===== src/rtl/aes_byte_stream_if_if.sv =====
// Bundle of the byte-stream handshakes and the AES core word/reset/ciphertext nets.
// The slave modport is the stream block; the master modport is its environment.
interface aes_byte_stream_if_if;
  logic         in_valid;
  logic         in_ready;
  logic [7:0]   in_byte;
  logic         out_valid;
  logic         out_ready;
  logic [7:0]   out_byte;
  logic [127:0] core_data;
  logic [127:0] core_key;
  logic         core_rst_n;
  logic [127:0] core_ct;
  logic         busy;

  modport slave (
    input  in_valid, in_byte, out_ready, core_ct,
    output in_ready, out_valid, out_byte, core_data, core_key, core_rst_n, busy
  );

  modport master (
    output in_valid, in_byte, out_ready, core_ct,
    input  in_ready, out_valid, out_byte, core_data, core_key, core_rst_n, busy
  );
endinterface


===== src/rtl/aes_byte_stream_if.sv =====
// Byte-serial loader/unloader around an AES-128 core with no start/done handshake:
// shifts in key then plaintext, releases core reset for CORE_LAT edges, streams out ciphertext.
module aes_byte_stream_if #(
  parameter int unsigned CORE_LAT = 12
) (
  input  logic                 i_clk,
  input  logic                 i_reset,   // asynchronous, active low
  aes_byte_stream_if_if.slave  io_bus
);

  typedef enum logic [1:0] {StLoadKey, StLoadPt, StRun, StOut} state_e;

  localparam logic [7:0] LastCyc = 8'(CORE_LAT - 1);

  state_e       r_state;
  logic [3:0]   r_byte_cnt;
  logic [7:0]   r_cyc_cnt;
  logic [127:0] r_key;
  logic [127:0] r_data;
  logic [127:0] r_ct;
  logic         r_in_ready;
  logic         r_out_valid;
  logic         r_core_rst_n;
  logic         r_busy;
  logic         w_in_xfer;
  logic         w_out_xfer;

  assign w_in_xfer  = io_bus.in_valid & r_in_ready;
  assign w_out_xfer = io_bus.out_ready & r_out_valid;

  always_ff @(posedge i_clk or negedge i_reset) begin
    if (!i_reset) begin
      r_state      <= StLoadKey;
      r_byte_cnt   <= '0;
      r_cyc_cnt    <= '0;
      r_key        <= '0;
      r_data       <= '0;
      r_ct         <= '0;
      r_in_ready   <= 1'b0;
      r_out_valid  <= 1'b0;
      r_core_rst_n <= 1'b0;
      r_busy       <= 1'b0;
    end else begin
      unique case (r_state)
        StLoadKey: begin
          r_in_ready <= 1'b1;
          if (w_in_xfer) begin
            r_key      <= {r_key[119:0], io_bus.in_byte};
            r_byte_cnt <= r_byte_cnt + 4'd1;
            if (r_byte_cnt == 4'd15) begin
              r_state    <= StLoadPt;
              r_byte_cnt <= '0;
            end
          end
        end
        StLoadPt: begin
          r_in_ready <= 1'b1;
          if (w_in_xfer) begin
            r_data     <= {r_data[119:0], io_bus.in_byte};
            r_byte_cnt <= r_byte_cnt + 4'd1;
            if (r_byte_cnt == 4'd15) begin
              r_state      <= StRun;
              r_byte_cnt   <= '0;
              r_cyc_cnt    <= '0;
              r_in_ready   <= 1'b0;
              r_core_rst_n <= 1'b1;
              r_busy       <= 1'b1;
            end
          end
        end
        StRun: begin
          r_cyc_cnt <= r_cyc_cnt + 8'd1;
          // Capture on the edge where the count reaches CORE_LAT; clear the core while unloading.
          if (r_cyc_cnt == LastCyc) begin
            r_ct         <= io_bus.core_ct;
            r_state      <= StOut;
            r_out_valid  <= 1'b1;
            r_core_rst_n <= 1'b0;
          end
        end
        StOut: begin
          if (w_out_xfer) begin
            r_ct       <= {r_ct[119:0], 8'h00};
            r_byte_cnt <= r_byte_cnt + 4'd1;
            if (r_byte_cnt == 4'd15) begin
              r_state     <= StLoadKey;
              r_byte_cnt  <= '0;
              r_out_valid <= 1'b0;
              r_busy      <= 1'b0;
              r_in_ready  <= 1'b1;
            end
          end
        end
      endcase
    end
  end

  assign io_bus.in_ready   = r_in_ready;
  assign io_bus.out_valid  = r_out_valid;
  assign io_bus.out_byte   = r_ct[127:120];
  assign io_bus.core_key   = r_key;
  assign io_bus.core_data  = r_data;
  assign io_bus.core_rst_n = r_core_rst_n;
  assign io_bus.busy       = r_busy;

endmodule


===== src/flat_wrapper.sv =====
// flat-port wrapper written by rule: the top's interface ports become plain ports
module aes_byte_stream_if_flat 
#(
  parameter int unsigned CORE_LAT = 12
)
  (i_clk, i_reset, io_bus_in_valid, io_bus_in_byte, io_bus_out_ready, io_bus_core_ct, io_bus_in_ready, io_bus_out_valid, io_bus_out_byte, io_bus_core_data, io_bus_core_key, io_bus_core_rst_n, io_bus_busy);
  aes_byte_stream_if_if io_bus_i ();
  input  logic i_clk;
  input  logic i_reset;
  input wire logic [$bits(io_bus_i.in_valid)-1:0] io_bus_in_valid;
  input wire logic [$bits(io_bus_i.in_byte)-1:0] io_bus_in_byte;
  input wire logic [$bits(io_bus_i.out_ready)-1:0] io_bus_out_ready;
  input wire logic [$bits(io_bus_i.core_ct)-1:0] io_bus_core_ct;
  output wire logic [$bits(io_bus_i.in_ready)-1:0] io_bus_in_ready;
  output wire logic [$bits(io_bus_i.out_valid)-1:0] io_bus_out_valid;
  output wire logic [$bits(io_bus_i.out_byte)-1:0] io_bus_out_byte;
  output wire logic [$bits(io_bus_i.core_data)-1:0] io_bus_core_data;
  output wire logic [$bits(io_bus_i.core_key)-1:0] io_bus_core_key;
  output wire logic [$bits(io_bus_i.core_rst_n)-1:0] io_bus_core_rst_n;
  output wire logic [$bits(io_bus_i.busy)-1:0] io_bus_busy;
  assign io_bus_i.in_valid = io_bus_in_valid;
  assign io_bus_i.in_byte = io_bus_in_byte;
  assign io_bus_i.out_ready = io_bus_out_ready;
  assign io_bus_i.core_ct = io_bus_core_ct;
  assign io_bus_in_ready = io_bus_i.in_ready;
  assign io_bus_out_valid = io_bus_i.out_valid;
  assign io_bus_out_byte = io_bus_i.out_byte;
  assign io_bus_core_data = io_bus_i.core_data;
  assign io_bus_core_key = io_bus_i.core_key;
  assign io_bus_core_rst_n = io_bus_i.core_rst_n;
  assign io_bus_busy = io_bus_i.busy;
  aes_byte_stream_if #(.CORE_LAT(CORE_LAT)) u_core (.i_clk(i_clk), .i_reset(i_reset), .io_bus(io_bus_i));
endmodule

===== config.mk =====
export PLATFORM = sky130hd
export DESIGN_NAME = aes_byte_stream_if_flat
export DESIGN_NICKNAME = d
export VERILOG_FILES = /design/src/rtl/aes_byte_stream_if_if.sv /design/src/rtl/aes_byte_stream_if.sv /design/src/flat_wrapper.sv
export SDC_FILE = /design/constraint.sdc
export NUM_CORES = 1
export LEC_CHECK = 0
export ABC_CLOCK_PERIOD_IN_PS = 2850
export BUFFER_PORTS_ARGS = -buffer_cell sky130_fd_sc_hd__buf_4
export CAP_MARGIN = 10
export CORE_MARGIN = 1
export CORE_UTILIZATION = 35
export DETAILED_ROUTE_END_ITERATION = 7
export GPL_TIMING_DRIVEN = 0
export PLACE_DENSITY = 0.53
export SYNTH_ARGS = -nofsm -noshare
export SYNTH_HDL_FRONTEND = slang
export SYNTH_SLANG_ARGS = --single-unit

===== constraint.sdc =====
create_clock -name i_clk -period 2.85 [get_ports i_clk]
set_input_delay 0.4275 -clock i_clk [delete_from_list [all_inputs] [get_ports i_clk]]
set_output_delay 0.4275 -clock i_clk [all_outputs]
set_load 0.1 [all_outputs]

==> out/results.tsv, run 1 <==
metric	value	unit
yosysSeqAreaShare	60.9	%
min_path_type	primary input to register	
grt_pass1_wl	70600	um
synth_compound_area_share	8.99	%
drtIter0Drc	523	
slew_violations	0	
grt_usage	19.0	%
die_x	219	um
clockRootBuffer	clkbuf_16	
detail-route-antenna-nets	0	
cts_buffers	46	
nets	1821	
instances_no_fill	2316	
critPathCaptureType	register	
hold_violations	0	
core_area	46600	um2
slew_headroom	42.4	%
synth_seq_cells	402	
io_pins	408	
drc	0	
io_buffer_count	407	
synth_top_family_by_area	multiplexers	
synthAdderAreaFrac	0.606	%
cts_tree	done	
place.gp.congestion	0.785	
path_max_fanout	10	
worstMarginPinSlew	864	ps
cap_violations	0	
crit_type	register to register	
fmax	380	MHz
synthSimpleGateAreaFrac	1.48	%
finalSetupViolations	0	
h-tree-depth	2	
clockBufferDepth	3	
clkLatencyLatePin	570	ps
grt_max_degree	113	
status	complete, no violations	
synth_xor_area_share	0.0530	%
syn_inst	1215	
drt-wirelength-per-cell	20.0	um
crit_required	3300	ps
cp_cell_sequence	inv_1 -> ha_1 -> nand3_1 -> clkbuf_1 -> buf_1 -> mux2_2	
fp.dieArea	48100	um2
slowest_delay	630	ps
crit_path_start_kind	register	
cp_data_arrival_time	3080	ps
rsz0062_at_grt	false	
fin_skew	12.5	ps
area_growth	32.4	%
drt_wl_total	46300	um
yosys_warnings	0	
period_needed	2630	ps
cts_num_sinks	402	
netlist_area	16500	um2
grt-ovfl-total	0	
synth_cell_types	40	
dp_hpwl	34400	um
drive_gt1_share	44.7	%
first_global_vias	11800	
critPathTopFamily	buffers and inverters	
critPathBufInv	3	
yosys-mux-area-fraction	25.0	%
final_common_cell	buf_4	
vias_per_cell	4.90	
antenna_found_initial	1	
critPathSlowestCell	clkbuf_1	
final.period_utilization	92.4	%
fp.dieH	219	um
syn_nets	1363	
vias	11300	
path_clk_slew	60	ps
drtPass1Iterations	5	
final_cell_mix	buf_4, dfrtp_1, mux2_2	
fin_util	47.0	%
syn_avg_cell_area	13.6	um2
rows	79	
place_inst	2232	
initial_core_util	35.5	%
[cell usage after synthesis (all sizes together)]
cell type	count	area, um2
o21ai	248	1240
nand4	1	6.26
clkbuf	64	240
a21o	1	7.51
ha	8	100
nand3b	1	7.51
a22o	8	70.1
a211oi	2	20.0
a32o	1	10.0
or3	3	18.8
or4b	1	10.0
mux2i	122	1220
mux2	258	2910
nand2b	3	18.8
a21oi	7	35.0
nand2	15	56.3
o31ai	2	15.0
nor3	1	10.0
or2	1	8.76
xnor2	1	8.76
nand3	8	40.0
buf	29	245
o21a	1	7.51
inv	5	18.8
and3	3	18.8
or4	4	30.0
a2bb2oi	2	17.5
o32a	1	10.0
a21boi	2	15.0
o41a	1	11.3
nor2	5	18.8
o211ai	1	7.51
a31oi	3	18.8
dfrtp	402	10100
[flip-flops by register name, summed over array words and instances (netlist names)]
signal,count
u_core.io_bus.core_data,128
u_core.io_bus.core_key,128
u_core.r_ct,128
u_core.r_cyc_cnt,8
u_core.r_byte_cnt,4
u_core.r_state,2
u_core.io_bus.busy,1
u_core.io_bus.core_rst_n,1
u_core.io_bus.in_ready,1
u_core.io_bus.out_valid,1
[cell type report]
class                      count  area (um2)
clock buffer                  78        1390
tap                          607         759
antenna                        1        2.50
fill                        4329       24700
clock inverter                 5        43.8
timing repair buffer         411        3160
sequential                   402       10100
buffer                        92         487
multi-input combinational    715        5970
inverter                       5        18.8
[kinds of logic (layout without fill, tap and decap cells)]
| logic type | after synthesis | in the layout |
|---|---|---|
| buf+inv | 98 | 591 |
| other cells | 0 | 1 |
| fa+ha+maj | 8 | 8 |
| xor+xnor | 1 | 1 |
| simple gates | 46 | 46 |
| mux | 380 | 380 |
| compound gates | 280 | 280 |
| flops | 402 | 402 |
[layer usage]
layer  up-vias  wire, um  GRT usage (%)
met4         0       920           5.67
li1       5322         -              -
met2       255     22200           31.1
met3        64      2440           3.84
met5         -         0              0
met1      5707     20700           25.4
[metrics by stage]
stage | hold slack [ps] | setup slack, ps | cell area [um2] | TNS [ps]
2_1_floorplan | 132 | 485 | 16500 | 0
4_1_cts | 43.8 | 0.303 | 21900 | 0
6_report | 78.8 | 218 | 21900 | 0
3_5_place_dp | 491 | -127 | 20400 | -10960
5_1_grt | 59.3 | 25.2 | 21900 | 0
3_3_place_gp | 487 | -2840 | 20300 | -1124190
[path summary, 6_finish.rpt]
path	startpoint	slack [ps]	depth (start not counted)	endpoint
max in group asynchronous	i_reset	920	4	u_core.io_bus.core_key[64]
setup reg to reg	u_core.r_state[0]	220	6	u_core.io_bus.core_key[108]
min in group asynchronous	i_reset	460	2	u_core.r_ct[78]
setup / recovery	u_core.r_state[0]	220	6	u_core.io_bus.core_key[108]
hold / removal	io_bus_core_ct[2]	80	2	u_core.r_ct[2]
hold reg to reg	u_core.r_ct[3]	500	1	u_core.r_ct[3]
[timing repair]
action | in CTS | in global routing
hold endpoints to repair | 93 | 0
resized for setup | 2 | 6
setup endpoints to repair | 124 | 100
cloned | 0 | 0
hold buffers | 1 | 0
setup buffers | 0 | 0
[worst register-to-register path: cells and delay by family (launching register included)]
kind	cells	cell delay, ps
adder cells (fa/ha/maj)	1	240
buffers and inverters	3	1290
flip-flops	1	450
multiplexers	1	410
AND/OR/NAND/NOR	1	140
Power of run 1 is left out: the tool's default activity adds up to more than one toggle a clock period on the data nets, which glitch-free logic cannot reach.
==> inputs of run 2 (changes only) <==
--- a/config.mk
+++ b/config.mk
@@ -12,6 +12,7 @@
 export CORE_UTILIZATION = 35
 export DETAILED_ROUTE_END_ITERATION = 7
 export GPL_TIMING_DRIVEN = 0
+export MAX_ROUTING_LAYER = met4
 export PLACE_DENSITY = 0.53
 export SYNTH_ARGS = -nofsm -noshare
 export SYNTH_HDL_FRONTEND = slang
==> run 2 against run 1 <==
  * Worst setup slack got worse by 7.9 ps
  * Core utilization unchanged
  * Routed wire length is essentially flat
  * Maximum frequency shrank 0.30%
  * Die area is the same
  * Final cell count is the same
  * Global-route usage increased by 0.57 points
  * Critical path type unchanged
  * Largest cell class unchanged
  * Highest routed layer unchanged
==> out/results.tsv, run 2 (synthesis gave the netlist of run 1 again) <==
metric	value	unit	change
status	complete, no violations		unchanged
fp.dieH	219	um	unchanged
startpoint	u_core.r_state[0]		unchanged
grt_pass1_wl	70500	um	was 70600 um
clkLatencyLatePin	570	ps	about the same
critPathCaptureType	register		unchanged
clockRootBuffer	clkbuf_16		unchanged
r2r_slack	210	ps	was 220 ps
clockBufferDepth	3		unchanged
cts_num_sinks	402		unchanged
grt_usage	19.6	%	was 19.0%
crit_path_start_kind	register		unchanged
instances_no_fill	2316		unchanged
fin_skew	13.2	ps	was 12.5 ps
cp_data_arrival_time	3080	ps	about the same
r2r-end	u_core.r_ct[22]		was u_core.io_bus.core_key[108]
initial_core_util	35.5	%	unchanged
min_path_type	primary input to register		unchanged
min-delay-start	io_bus_core_ct[2]		unchanged
detail-route-antenna-nets	0		unchanged
crit_required	3290	ps	was 3300 ps
drive_gt1_share	44.7	%	unchanged
drc	0		unchanged
h-tree-depth	2		unchanged
worstMarginPinSlew	863	ps	was 864 ps
die_x	219	um	unchanged
hold_violations	0		unchanged
rsz0062_at_grt	false		unchanged
first_global_vias	11800		about the same
drtPass1Iterations	5		unchanged
path_clk_slew	50	ps	was 60 ps
nets	1821		unchanged
grt-ovfl-total	0		unchanged
vias_per_cell	4.92		was 4.90
slew_violations	0		unchanged
io_pins	408		unchanged
final.period_utilization	92.6	%	was 92.4%
drt-wirelength-per-cell	20.0	um	about the same
placed_area	20400	um2	unchanged
nFillCells	4329		unchanged
crit_path_end	u_core.r_ct[22]		was u_core.io_bus.core_key[108]
rows	79		unchanged
final_common_cell	buf_4		unchanged
path_max_fanout	10		unchanged
period_needed	2640	ps	was 2630 ps
dp_hpwl	34400	um	unchanged
fp.dieArea	48100	um2	unchanged
drtIter0Drc	549		was 523
cts_buffers	46		unchanged
cap_violations	0		unchanged
place.gp.congestion	0.796		was 0.785
fin_area	21900	um2	unchanged
crit_type	register to register		unchanged
vias	11400		was 11300
r2r_cells	8		was 6
fmax	379	MHz	was 380 MHz
antenna_found_initial	1		unchanged
final_cell_mix	buf_4, dfrtp_1, mux2_2		unchanged
grt_max_degree	113		unchanged
io_buffer_count	407		unchanged
drt_wl_total	46300	um	about the same
cts_tree	done		unchanged
place_inst	2232		unchanged
core_area	46600	um2	unchanged
r2r_start	u_core.r_state[0]		unchanged
whs	77.8	ps	was 78.8 ps
slew_headroom	42.5	%	was 42.4%
finalSetupViolations	0		unchanged
area_growth	32.4	%	unchanged
[run 2: cell counts in the layout (fill, tap and decap cells not counted)]
Identical to the previous run, type by type.
[run 2: layer usage]
layer / global-route usage [%] / wire, um
met2: 31.1 / 22300
met4: 5.67 / 864
met5: - / 0
met3: 3.74 / 2590
met1: 25.5 / 20600
[run 2: layout make-up]
type / count / area [um2] / area share, %
inverters: 5 / 18.8 / 0.0857
multi-input cells: 715 / 5970 / 27.3
plain buffers: 92 / 487 / 2.22
flip-flops and latches: 402 / 10100 / 46.0
well taps: 607 / 759 / 3.47
repair buffers: 411 / 3160 / 14.4
clock buffers: 78 / 1390 / 6.36
clock inverters: 5 / 43.8 / 0.200
diodes: 1 / 2.50 / 0.0114
[run 2: worst min path at each step]
stage                               endpoint  slack, ps  depth (start not counted)
final                         u_core.r_ct[2]         80                          2
after global routing          u_core.r_ct[0]         60                          2
after CTS                     u_core.r_ct[2]         40                          2
after detailed placement      u_core.r_ct[3]        490                          1
after global placement        u_core.r_ct[7]        490                          1
after floorplan           u_core.io_bus.busy        130                          0
[run 2: metrics by stage]
stage / setup WS (ps) / TNS, ps / utilization (%)
3_3_place_gp: -2840 / -1124190 / 43.7
3_5_place_dp: -127 / -10960 / 43.9
2_1_floorplan: 485 / 0 / -
6_report: 210 / 0 / 47.0
5_1_grt: 25.2 / 0 / 47.0
4_1_cts: 0.303 / 0 / 47.0
[run 2: critical path: stages, from the launching register on]
cell and delay, ps:
dfrtp_1 440, inv_1 140, ha_2 320, inv_1 160, o41a_1 550, clkbuf_2 300, clkbuf_1 270, o21ai_0 230
o21ai_1 90
[run 2: repair_timing]
| action | CTS | global route |
|---|---|---|
| gates cloned | 0 | 0 |
| hold buffers | 1 | 0 |
| resized for setup | 2 | 6 |
| endpoints found under the setup margin | 124 | 100 |
| endpoints found under the hold margin | 93 | 0 |
| setup buffers | 0 | 0 |
| pin swaps | 0 | 0 |
Power of run 2 is left out for the same reason.
==> inputs of run 3 (changes only) <==
--- a/config.mk
+++ b/config.mk
@@ -10,6 +10,7 @@
 export CAP_MARGIN = 10
 export CORE_MARGIN = 1
 export CORE_UTILIZATION = 35
+export CTS_BUF_LIST = sky130_fd_sc_hd__clkbuf_4
 export DETAILED_ROUTE_END_ITERATION = 7
 export GPL_TIMING_DRIVEN = 0
 export MAX_ROUTING_LAYER = met4
==> run 3 against run 2 <==
  * Worst setup slack improved by 37 ps
  * Routed wire length rose by 3.4%
  * Non-clock buffer count up 138
  * Count of clock-buffer cells in the layout grew 103
  * Sequential cell count is the same
  * First-iteration DRC count increased by 12%
  * Via count grew 8.0%
  * Final area up 6.5%
  * Die area stayed put
  * Worst hold slack better by 160 ps
  * Critical path depth down 2
  * Register-to-register slack better by 40 ps
==> out/results.tsv, run 3 (synthesis gave the netlist of run 1 again) <==
metric	value	unit	change
cap_violations	0		unchanged
hold_violations	0		unchanged
critPathCaptureType	register		unchanged
cp_data_arrival_time	3250	ps	was 3080 ps
grt_pass1_wl	73800	um	was 70500 um
rsz0062_at_grt	false		unchanged
vias	12300		was 11400
status	complete, no violations		unchanged
clockBufferDepth	3		unchanged
h-tree-depth	3		was 2
place_inst	2232		unchanged
final_common_cell	buf_4		unchanged
area_growth	41.0	%	was 32.4%
drt_wl_total	47900	um	was 46300 um
clkLatencyLatePin	810	ps	was 570 ps
crit_type	register to register		unchanged
nFillCells	4293		was 4329
r2r-end	u_core.r_ct[120]		was u_core.r_ct[22]
final_cell_mix	buf_4, dfrtp_1, mux2_2		unchanged
fin_skew	43.8	ps	was 13.2 ps
slew_headroom	42.0	%	was 42.5%
antenna_found_initial	2		was 1
first_global_vias	13000		was 11800
whs	235	ps	was 77.8 ps
fmax	384	MHz	was 379 MHz
cts_num_sinks	402		unchanged
path_clk_slew	60	ps	was 50 ps
fp.dieH	219	um	unchanged
drtIter0Drc	617		was 549
instances_no_fill	2572		was 2316
place.gp.congestion	0.796		unchanged
grt-ovfl-total	0		unchanged
cts_buffers	111		was 46
r2r_start	u_core.r_state[0]		unchanged
io_pins	408		unchanged
crit_required	3500	ps	was 3290 ps
tns	0	ps	unchanged
crit_path_start_kind	register		unchanged
dp_hpwl	34400	um	unchanged
grt_usage	20.5	%	was 19.6%
slew_violations	0		unchanged
io_buffer_count	407		unchanged
grt_max_degree	113		unchanged
final.period_utilization	91.4	%	was 92.6%
finalSetupViolations	0		unchanged
slowest_delay	630	ps	was 550 ps
path_max_fanout	10		unchanged
nets	2024		was 1821
drive_gt1_share	45.2	%	was 44.7%
fp.dieArea	48100	um2	unchanged
detail-route-antenna-nets	0		unchanged
fin_util	50.1	%	was 47.0%
r2r_slack	250	ps	was 210 ps
drtPass1Iterations	4		was 5
drc	0		unchanged
rows	79		unchanged
period_needed	2600	ps	was 2640 ps
vias_per_cell	4.79		was 4.92
core_area	46600	um2	unchanged
cts_tree	done		unchanged
min_path_type	primary input to async pin		was primary input to register
clockRootBuffer	clkbuf_4		was clkbuf_16
worstMarginPinSlew	870	ps	was 863 ps
drt-wirelength-per-cell	18.6	um	was 20.0 um
critPathSlowestCell	clkbuf_1		was o41a_1
initial_core_util	35.5	%	unchanged
cp_cell_sequence	ha_1 -> buf_2 -> clkbuf_2 -> clkbuf_1 -> mux2i_1 -> o21ai_1		was inv_1 -> ha_2 -> inv_1 -> o41a_1 -> clkbuf_2 -> clkbuf_1 -> o21ai_0 -> o21ai_1
r2r_cells	6		was 8
die_x	219	um	unchanged
==> run 3: cell types whose count changed in the layout (fill, tap and decap cells not counted), sizes merged <==
| cell | delta |
|---|---|
| dlygate4sd3 | +138 |
| clkinvlp | +1 |
| clkbuf | +103 |
| clkinv | +13 |
| bufinv | +1 |
==> run 3: worst max-delay path by stage <==
stage	from	end	slack [ps]	depth (start not counted)
after floorplan	u_core.io_bus.out_valid	u_core.r_state[1]	490	5
after global placement	i_reset	u_core.io_bus.core_key[48]	-2840	1
after CTS	u_core.r_state[0]	u_core.r_ct[85]	0.3	8
after global routing	u_core.r_state[0]	u_core.r_ct[126]	40	8
after detailed placement	u_core.r_state[1]	u_core.io_bus.core_data[125]	-130	6
final	u_core.r_state[0]	u_core.r_ct[120]	250	6
==> run 3: worst max-delay path, delay by kind of cell, from the launching register on <==
family,cells,cell delay (ps)
buffers and inverters,3,1290
flip-flops,1,440
multiplexers,1,440
adder cells (fa/ha/maj),1,200
AO/OA/AOI/OAI,1,90
==> run 3: through the flow <==
stage	worst slack, ps	cell area (um2)
2_1_floorplan	485	16500
6_report	246	23300
5_1_grt	43.2	23300
3_5_place_dp	-127	20400
3_3_place_gp	-2840	20300
4_1_cts	0.338	23300
==> run 3: what timing repair did <==
item                                    4_1_cts  5_1_grt
endpoints found under the setup margin      125      101
hold buffers                                139        0
gates resized for setup                       2        6
hold endpoints to repair                    239        0
setup buffers                                 0        0
==> run 3: area by class of cell <==
cell class	count	area [um2]	area share, %
Inverter	5	18.8	0.0805
Sequential cell	402	10100	43.2
Multi-Input combinational cell	715	5970	25.6
Antenna cell	1	2.50	0.0107
Tap cell	607	759	3.26
Buffer	92	487	2.09
Timing Repair Buffer	549	4540	19.5
Clock buffer	181	1360	5.83
Clock inverter	20	110	0.472
==> run 3: layer usage <==
metal | up-vias | global-route usage (%) | routed length, um
met1 | 6095 | 25.4 | 20900
met2 | 331 | 32.1 | 23100
met3 | 78 | 4.75 | 2740
met4 | 0 | 8.54 | 1150
li1 | 5807 | - | -
met5 | - | - | 0
Power of run 3 is left out for the same reason.
